--- config.mk ---
export PLATFORM = sky130hd
export DESIGN_NAME = freq_meter_flat
export DESIGN_NICKNAME = d
export VERILOG_FILES = /design/src/rtl/freq_meter_pkg.sv /design/src/rtl/freq_meter_if.sv /design/src/rtl/freq_meter_sync_edge_det.sv /design/src/rtl/freq_meter.sv /design/src/flat_wrapper.sv
export SDC_FILE = /design/constraint.sdc
export NUM_CORES = 1
export LEC_CHECK = 0
export BUFFER_PORTS_ARGS = -buffer_cell sky130_fd_sc_hd__buf_2
export CORE_ASPECT_RATIO = 0.7
export CORE_UTILIZATION = 38
export CTS_BUF_LIST = sky130_fd_sc_hd__clkbuf_8 sky130_fd_sc_hd__clkbuf_16
export DETAILED_ROUTE_END_ITERATION = 16
export HOLD_SLACK_MARGIN = 0.1
export PLACE_DENSITY = 0.55
export SLEW_MARGIN = 30
export SYNTH_ARGS = -nofsm -noshare
export SYNTH_HDL_FRONTEND = slang
export SYNTH_SLANG_ARGS = --single-unit
export TNS_END_PERCENT = 10
--- constraint.sdc ---
create_clock -name clk -period 3.3 [get_ports clk]
set_clock_uncertainty 0.1 [all_clocks]
set_input_delay 0.165 -clock clk [delete_from_list [all_inputs] [get_ports clk]]
set_output_delay 0.165 -clock clk [all_outputs]
set_load 0.05 [all_outputs]
--- src/rtl/freq_meter_pkg.sv ---
// Shared types and default sizing for the gated frequency meter.
// Optional overflow reporting is enabled by defining FREQ_METER_OVF_EN.
package freq_meter_pkg;

  localparam int unsigned GATE_CYCLES_DEF = 50_000_000;
  localparam int unsigned GW_DEF          = 26;
  localparam int unsigned CW_DEF          = 26;

  typedef enum logic [1:0] {
    IDLE    = 2'd0,
    MEASURE = 2'd1,
    DONE    = 2'd2
  } state_t;

endpackage

--- src/rtl/freq_meter_if.sv ---
// Request/result bundle between a frequency meter and its controller.
// The overflow signal exists only when FREQ_METER_OVF_EN is defined.
interface freq_meter_if #(
  parameter int unsigned CW = freq_meter_pkg::CW_DEF
);
  logic          start;
  logic          busy;
  logic [CW-1:0] count_out;
  logic          count_valid;
`ifdef FREQ_METER_OVF_EN
  logic          overflow;

  modport master (output start, input busy, count_out, count_valid, overflow);
  modport slave  (input start, output busy, count_out, count_valid, overflow);
`else
  modport master (output start, input busy, count_out, count_valid);
  modport slave  (input start, output busy, count_out, count_valid);
`endif
endinterface

--- src/rtl/freq_meter_sync_edge_det.sv ---
// Two-flop synchronizer for an asynchronous input followed by a rising-edge
// detector; rise is high for one clk cycle per synchronized 0->1 transition.
module sync_edge_det (
  input  logic clk,
  input  logic reset,
  input  logic d_async,
  output logic rise
);

  logic s1;
  logic s2;
  logic s3;

  always_ff @(posedge clk or posedge reset) begin
    if (reset) begin
      s1 <= 1'b0;
      s2 <= 1'b0;
      s3 <= 1'b0;
    end else begin
      s1 <= d_async;
      s2 <= s1;
      s3 <= s2;
    end
  end

  assign rise = s2 & ~s3;

endmodule

--- src/rtl/freq_meter.sv ---
// Counts rising edges of sig_in over a GATE_CYCLES clk window per start request.
// Defining FREQ_METER_OVF_EN adds an overflow flag for a saturated edge count.
module freq_meter
  import freq_meter_pkg::*;
#(
  parameter int unsigned GATE_CYCLES = GATE_CYCLES_DEF,
  parameter int unsigned GW          = GW_DEF,
  parameter int unsigned CW          = CW_DEF
) (
  input  logic         clk,
  input  logic         reset,
  input  logic         sig_in,
  freq_meter_if.slave  bus
);

  localparam logic [GW-1:0] GATE_LAST = GW'(GATE_CYCLES - 1);
  localparam logic [CW-1:0] EDGE_MAX  = '1;

  state_t        state;
  state_t        state_nxt;
  logic [GW-1:0] gate_cnt;
  logic [CW-1:0] edge_cnt;
  logic [CW-1:0] edge_nxt_c;
  logic          rise;
  logic          gate_end_c;
  logic          clear_c;
  logic          count_c;
  logic          load_c;

  sync_edge_det u_sync (
    .clk     (clk),
    .reset   (reset),
    .d_async (sig_in),
    .rise    (rise)
  );

  assign gate_end_c = (gate_cnt == GATE_LAST);
  // Saturating increment; also used to load the final count so a rise in the last gate cycle is included.
  assign edge_nxt_c = (rise && (edge_cnt != EDGE_MAX)) ? edge_cnt + CW'(1) : edge_cnt;

  always_ff @(posedge clk or posedge reset) begin
    if (reset) state <= IDLE;
    else       state <= state_nxt;
  end

  always_comb begin
    state_nxt = state;
    case (state)
      IDLE:    if (bus.start) state_nxt = MEASURE;
      MEASURE: if (gate_end_c) state_nxt = DONE;
      DONE:    state_nxt = IDLE;
      default: state_nxt = IDLE;
    endcase
  end

  always_comb begin
    clear_c = 1'b0;
    count_c = 1'b0;
    load_c  = 1'b0;
    case (state)
      IDLE: clear_c = bus.start;
      MEASURE: begin
        count_c = 1'b1;
        load_c  = gate_end_c;
      end
      default: ;
    endcase
  end

  always_ff @(posedge clk or posedge reset) begin
    if (reset) begin
      gate_cnt <= '0;
      edge_cnt <= '0;
    end else if (clear_c) begin
      gate_cnt <= '0;
      edge_cnt <= '0;
    end else if (count_c) begin
      gate_cnt <= gate_cnt + GW'(1);
      edge_cnt <= edge_nxt_c;
    end
  end

  // Results are loaded on the last gate cycle so they appear alongside count_valid in DONE.
  always_ff @(posedge clk or posedge reset) begin
    if (reset) begin
      bus.busy        <= 1'b0;
      bus.count_valid <= 1'b0;
      bus.count_out   <= '0;
    end else begin
      bus.busy        <= (state_nxt != IDLE);
      bus.count_valid <= load_c;
      if (load_c) bus.count_out <= edge_nxt_c;
    end
  end

`ifdef FREQ_METER_OVF_EN
  logic sat;
  logic sat_nxt_c;

  // Overflow means at least one rise arrived while the count was already pinned at its maximum.
  assign sat_nxt_c = sat | (rise & (edge_cnt == EDGE_MAX));

  always_ff @(posedge clk or posedge reset) begin
    if (reset) begin
      sat          <= 1'b0;
      bus.overflow <= 1'b0;
    end else begin
      if (clear_c)      sat <= 1'b0;
      else if (count_c) sat <= sat_nxt_c;
      if (load_c) bus.overflow <= sat_nxt_c;
    end
  end
`endif

endmodule

--- src/flat_wrapper.sv ---
// flat-port wrapper written by rule: the top's interface ports become plain ports
module freq_meter_flat import freq_meter_pkg::*;
#(
  parameter int unsigned GATE_CYCLES = GATE_CYCLES_DEF,
  parameter int unsigned GW          = GW_DEF,
  parameter int unsigned CW          = CW_DEF
)
  (clk, reset, sig_in, bus_start, bus_busy, bus_count_out, bus_count_valid);
  freq_meter_if #(.CW(CW)) bus_i ();
  input  logic clk;
  input  logic reset;
  input  logic sig_in;
  input wire logic [$bits(bus_i.start)-1:0] bus_start;
  output wire logic [$bits(bus_i.busy)-1:0] bus_busy;
  output wire logic [$bits(bus_i.count_out)-1:0] bus_count_out;
  output wire logic [$bits(bus_i.count_valid)-1:0] bus_count_valid;
  assign bus_i.start = bus_start;
  assign bus_busy = bus_i.busy;
  assign bus_count_out = bus_i.count_out;
  assign bus_count_valid = bus_i.count_valid;
  freq_meter #(.GATE_CYCLES(GATE_CYCLES), .GW(GW), .CW(CW)) u_core (.clk(clk), .reset(reset), .sig_in(sig_in), .bus(bus_i));
endmodule
; Word level (Yosys, flattened, before mapping)
; Index checks and enable logic that the tools add are counted.
; W data, S select, Z words.
[classes]
add_sub_neg = 2
eq_ne = 3
n_mux = 11
n_bitwise = 2
n_reduce_logical = 4
[op_table]
columns = operator, n
row1 = $mux W26, 5
row2 = $add A26 B1 Y26 const B, 2
row3 = $eq A26 B26 Y1 const B, 1
row4 = $ne A26 B26 Y1 const B, 1
row5 = $mux W2, 2
row6 = $pmux W2 S2, 1
row7 = $reduce_bool A2 Y1, 2
row8 = $mux W1, 3
row9 = $eq A2 B1 Y1 const B, 1
row10 = $logic_not A2 Y1, 1
row11 = $and A1 B1 Y1, 1
row12 = $logic_and A1 B1 Y1, 1
row13 = $not A1 Y1, 1
[totals]
ff_bits = 85
inputBits = 4
out_inout_bits = 28
word_cells = 31

; Longest topological paths before layout
[depth]
depth_word = 6
ltp_mapped = 8

; By module
; A second synthesis with hierarchy kept.
[hier_totals]
hier_cells = 479
hier_area_um2 = 4466.8
[by_module_without_submodules]
columns = mod, n_inst, cells_per_inst, area_each_um2
row1 = freq_meter, 1, 474, 4374.2
row2 = sync_edge_det, 1, 5, 92.6

; Least setup slack after synthesis
; No wires, ideal clock.
[synth_path]
kind = register -> register
startpoint = register u_core.edge_cnt[0]
endpoint = register u_core.edge_cnt[20]
setup_time_ns = 0.083
arrival_ns = 1.930
slack_ns = 1.187
stages_incl_launch_ff = 8
n_path_buf = 1
path_cell_list = dfrtp_1 ha_1 and3_1 clkbuf_1 nand2_1 or4b_4 or3_1 o21ai_0
[synth_via]
elab_chain_cells = 5
[synth_rtl]
columns = item, line_no
row1 = start: declaration, freq_meter.sv:22  ; logic [CW-1:0] edge_cnt;
row2 = start signal: assignment, freq_meter.sv:79  ; edge_cnt <= edge_nxt_c;
row3 = branches (longest 2 deep; another with $add A26 B1 Y26), n/a
row4 = $mux W26 *, freq_meter.sv:39  ; assign edge_nxt_c = (rise && (edge_cnt != EDGE_MAX)) ? edge_cnt + CW'(1) : edge_cnt;
row5 = $mux W26 *, freq_meter.sv:77  ; end else if (count_c) begin
row6 = $mux W26 *, freq_meter.sv:74  ; end else if (clear_c) begin
; Every way passes the cells marked *. The select of a mux whose other input is x is not followed.
; A chain may end at the register's enable or synchronous reset.

; Worst setup path in the final report
[layout_path]
startpoint = register u_core.edge_cnt[0]
endpoint = register u_core.edge_cnt[10]
; Same word-level chain as after synthesis.

==> metrics.md <==
| Metric | Value |
|---|---|
| Root Buffer | `clkbuf_16` |
| Power Density | `approximately 500 nW/um2` |
| Yosys Warn Count | `0` |
| Avg Cell Area, Syn | `approximately 9.6 um2` |
| Clk pwr share | `0.450` |
| Levels on crit path | `6` |
| Synthesis-stage register bit count | `85` |
| Slew Limit Fails | `0` |
| Wire length per cell | `about 16 um` |
| Worst hold path type | `reg2reg` |
| Setup violators final | `0` |
| TritonRoute pass-1 iters | `4` |
| Max Freq | `roughly 400 MHz` |
| Hold path cells | `0` |
| RSZ-0062 raised after global routing | `no` |
| Async SR Flop Fraction | `1.000` |
| Final Hold Vio Count | `0` |
| CP top delay family | `simple AND/OR/NAND/NOR gates` |
| Period Utilization, post-route | `0.7553` |
| Worst vdd ir | `roughly 0.26 mV` |
| Layout area overhead | `14.19%` |
| Final HPWL DP | `~7000 um` |
| Tmin final | `between 2 and 2.5 ns` |
| Critical path buffers and inverters | `0` |
| Pre-CTS setup slack | `0.8699 ns` |
| Clock Pin Slew Worst Setup and Hold Paths | `around 0.06 ns` |
| Sequential share of power | `0.475` |
| CP max FO | `10` |
| Longest Clk Path Bufs | `2` |
| Vias per std cell | `approximately 5.5` |
| Grt ovf | `0` |
| Largest net degree at the start of global routing | `50` |
| Total power | `between 2 and 2.5 mW` |
| EDFF count, synth | `0` |
| Hold endpoint | `u_core.u_sync.s2$_DFF_PP0_` |
| Max-cap viol count | `0` |
| Die area | `around 12,000 um2` |
| Ratio of cells with drive above 1 in the final layout | `0.1449` |
| Antenna Cells | `0` |
| RD Place Congestion | `roughly 0.83` |
| Leak pwr | `2.293 nW` |
| Crit-path max cell delay | `0.72 ns` |
| Routed via count | `3,522` |
| Slew HR | `0.4715` |
| CTS sink count | `between 80 and 90` |
| Sw Ratio | `0.2399` |
| Fillcell total | `roughly 1,100` |
| Reg2reg path depth | `6` |
| R2R setup slack | `~0.81 ns` |
| Post-Syn Nets | `470` |
| Critical Path RT | `between 3 and 4 ns` |
| Clock Latency Late Sink | `between 0.3 and 0.4 ns` |
| Num ports | `32` |
| Commonest non-fill, non-tap cell in the layout | `dfrtp_1` |
| Worst-Margin Slew | `just under 0.8 ns` |
| Slowest CP cell | `nor4_4` |
| Die Y | `92.66 um` |
| Outcome | `finished clean` |
| Startpoint Class | `flop` |
| Row count | `32` |
| Layout Nets | `around 490` |
| Crit end category | `flop` |
| Crit path from | `u_core.edge_cnt[0]$_DFFE_PP0P_` |
| Global-route wire length before repair | `about 17,000 um` |
| Internal cell power | `1.885 mW` |
| GRT Total Usage | `0.1814` |
| Die Wd | `between 100 and 150 um` |
| Setup ws final | `0.8075 ns` |
| Hold_sp | `u_core.u_sync.s1$_DFF_PP0_` |
| Logic gate share of total power | `0.075` |
| Post-Synthesis Cells | `about 460` |
| CTS Buf Count | `9` |
| Aggregate negative setup slack | `0 ns` |
| Sequential share of the synthesized area | `0.4767` |
| Post-route ant nets | `0` |
| FF-to-FF Start | `u_core.edge_cnt[0]$_DFFE_PP0P_` |
| Number of DRC markers in iteration 0 | `between 150 and 200` |
| Initial antenna violation count | `0` |
| Dominant synthesized flop cell | `dfrtp_1` |
| Arrival time at the worst endpoint | `~2.7 ns` |
| Most frequent cells in the layout | `dfrtp_1 (85), nand2_1 (63), o21ai_0 (36)` |
| Library cells used by synthesis | `56` |
| Worst reg2reg endpoint | `u_core.edge_cnt[10]$_DFFE_PP0P_` |
| Buffers added on ports | `31` |
| CTS tree | `yes` |
| NetSw | `0.5948 mW` |
| CP Cell Sequence | `ha_1 -> nand4_1 -> nor4_4 -> a211oi_1 -> nand2b_1 -> a31oi_1` |
| Routed WL | `10,280 um` |
| Post-Syn Area | `approximately 4500 um2` |
| Starting Density | `0.3980` |
| Core area | `between 10,000 and 15,000 um2` |
| Post-route DRC | `0` |
| H-tree depth | `3` |
| Critical path class | `reg2reg` |
| Vias in the first global route | `about 3,200` |
[routing by layer]
metal  vias to the layer above  share of wire  global-route usage
li1                       1728              -                   -
met1                      1722           0.55              0.2831
met2                        68           0.40              0.2447
met3                         4          0.047             0.03777
met4                         0         0.0055             0.05523
met5                         -              0                   0
[Yosys cell counts, types with 3 or more instances]
| cell type | instances | area (um2) |
|---|---|---|
| o31ai_1 | 6 | 45.04 |
| or3_1 | 6 | 37.54 |
| a211oi_1 | 6 | 45.04 |
| a22o_1 | 7 | 61.31 |
| nor2_1 | 12 | 45.04 |
| a31oi_1 | 15 | 93.84 |
| o21ai_1 | 6 | 30.03 |
| dfrtp_1 | 85 | 2127 |
| o211ai_1 | 9 | 67.56 |
| xor2_1 | 6 | 52.55 |
| nand2b_1 | 12 | 75.07 |
| mux2i_1 | 13 | 130.1 |
| inv_1 | 12 | 45.04 |
| xnor2_1 | 17 | 148.9 |
| buf_1 | 3 | 11.26 |
| nand2_1 | 63 | 236.5 |
| and3_1 | 9 | 56.30 |
| nand3_1 | 24 | 120.1 |
| o21ai_0 | 36 | 180.2 |
| and2_1 | 6 | 37.54 |
| clkbuf_1 | 17 | 63.81 |
| a21oi_1 | 20 | 100.1 |
| buf_2 | 5 | 25.02 |
| nor3_1 | 3 | 15.01 |
| nand4_1 | 17 | 106.4 |
| nor4_1 | 3 | 18.77 |
| and4_1 | 7 | 61.31 |
[worst max path at each step]
stage / to / slack [ns]
3_5_place_dp: u_core.edge_cnt[10]$_DFFE_PP0P_ / 0.87
4_1_cts: u_core.edge_cnt[10]$_DFFE_PP0P_ / 0.84
5_1_grt: u_core.bus.count_out[14]$_DFFE_PP0P_ / 0.61
2_1_floorplan: u_core.bus.busy$_DFF_PP0_ / 0.84
6_report: u_core.edge_cnt[10]$_DFFE_PP0P_ / 0.81
3_3_place_gp: u_core.bus.count_out[1]$_DFFE_PP0P_ / 0.86
[through the flow]
| step | area, um2 | hold slack (ns) | utilization | cells |
|---|---|---|---|---|
| CTS | 5095 | 0.2515 | 0.4545 | 643 |
| detailed placement | 4730 | 0.1744 | 0.4219 | 624 |
| finish | 5095 | 0.2489 | 0.4545 | 643 |
| global route | 5095 | 0.2644 | 0.4545 | 643 |
| floorplan | 4462 | 0.09643 | - | 464 |
| global placement | 4730 | 0.1725 | 0.4219 | 624 |
[flip-flops by register name, summed over array words and instances (netlist names)]
register                count
u_core.bus.count_out       26
u_core.edge_cnt            26
u_core.gate_cnt            26
u_core.state                2
u_core.bus.busy             1
u_core.bus.count_valid      1
u_core.u_sync.s1            1
u_core.u_sync.s2            1
u_core.u_sync.s3            1
[worst register-to-register path, stage by stage, from the launching register on]
cell and delay, ns:
dfrtp_1 0.44, ha_1 0.27, nand4_1 0.24, nor4_4 0.72, a211oi_1 0.27, nand2b_1 0.20, a31oi_1 0.17
[power by group through the flow]
stage               logic [mW]  clock network (mW)  registers [mW]
floorplan                0.188                   0            1.14
global placement         0.181                   0            1.19
detailed placement       0.185                   0            1.20
CTS                      0.187                1.15            1.18
global route             0.210                1.19            1.19
finish                   0.185                1.12            1.18
[area by class of cell]
cell class	count	area, um2	share of cell area
Multi-Input combinational cell	337	2152	0.4224
Sequential cell	85	2127	0.4175
Clock buffer	11	252.7	0.04961
Timing Repair Buffer	40	242.7	0.04764
Tap cell	153	191.4	0.03757
Clock inverter	5	82.58	0.01621
Inverter	12	46.29	0.009086
[cells by family (layout without fill, tap and decap cells)]
group                      after synthesis  after routing  synth area share
AOI/OAI and AO/OA                      116            116            0.1657
muxes                                   15             15           0.03421
adders and majority gates                2              2          0.005608
DFF                                     85             85            0.4767
and+or+nand+nor                        181            181            0.2311
xor gates and xnor gates                23             23           0.04515
buffers and inverters                   42             68           0.04150
[repair_timing]
item / 4_1_cts / 5_1_grt
gates resized for setup: 0 / 0
hold endpoints to repair: 38 / 0
setup buffers: 0 / 0
hold buffers: 3 / 0
(Power assumes the default switching activity.)
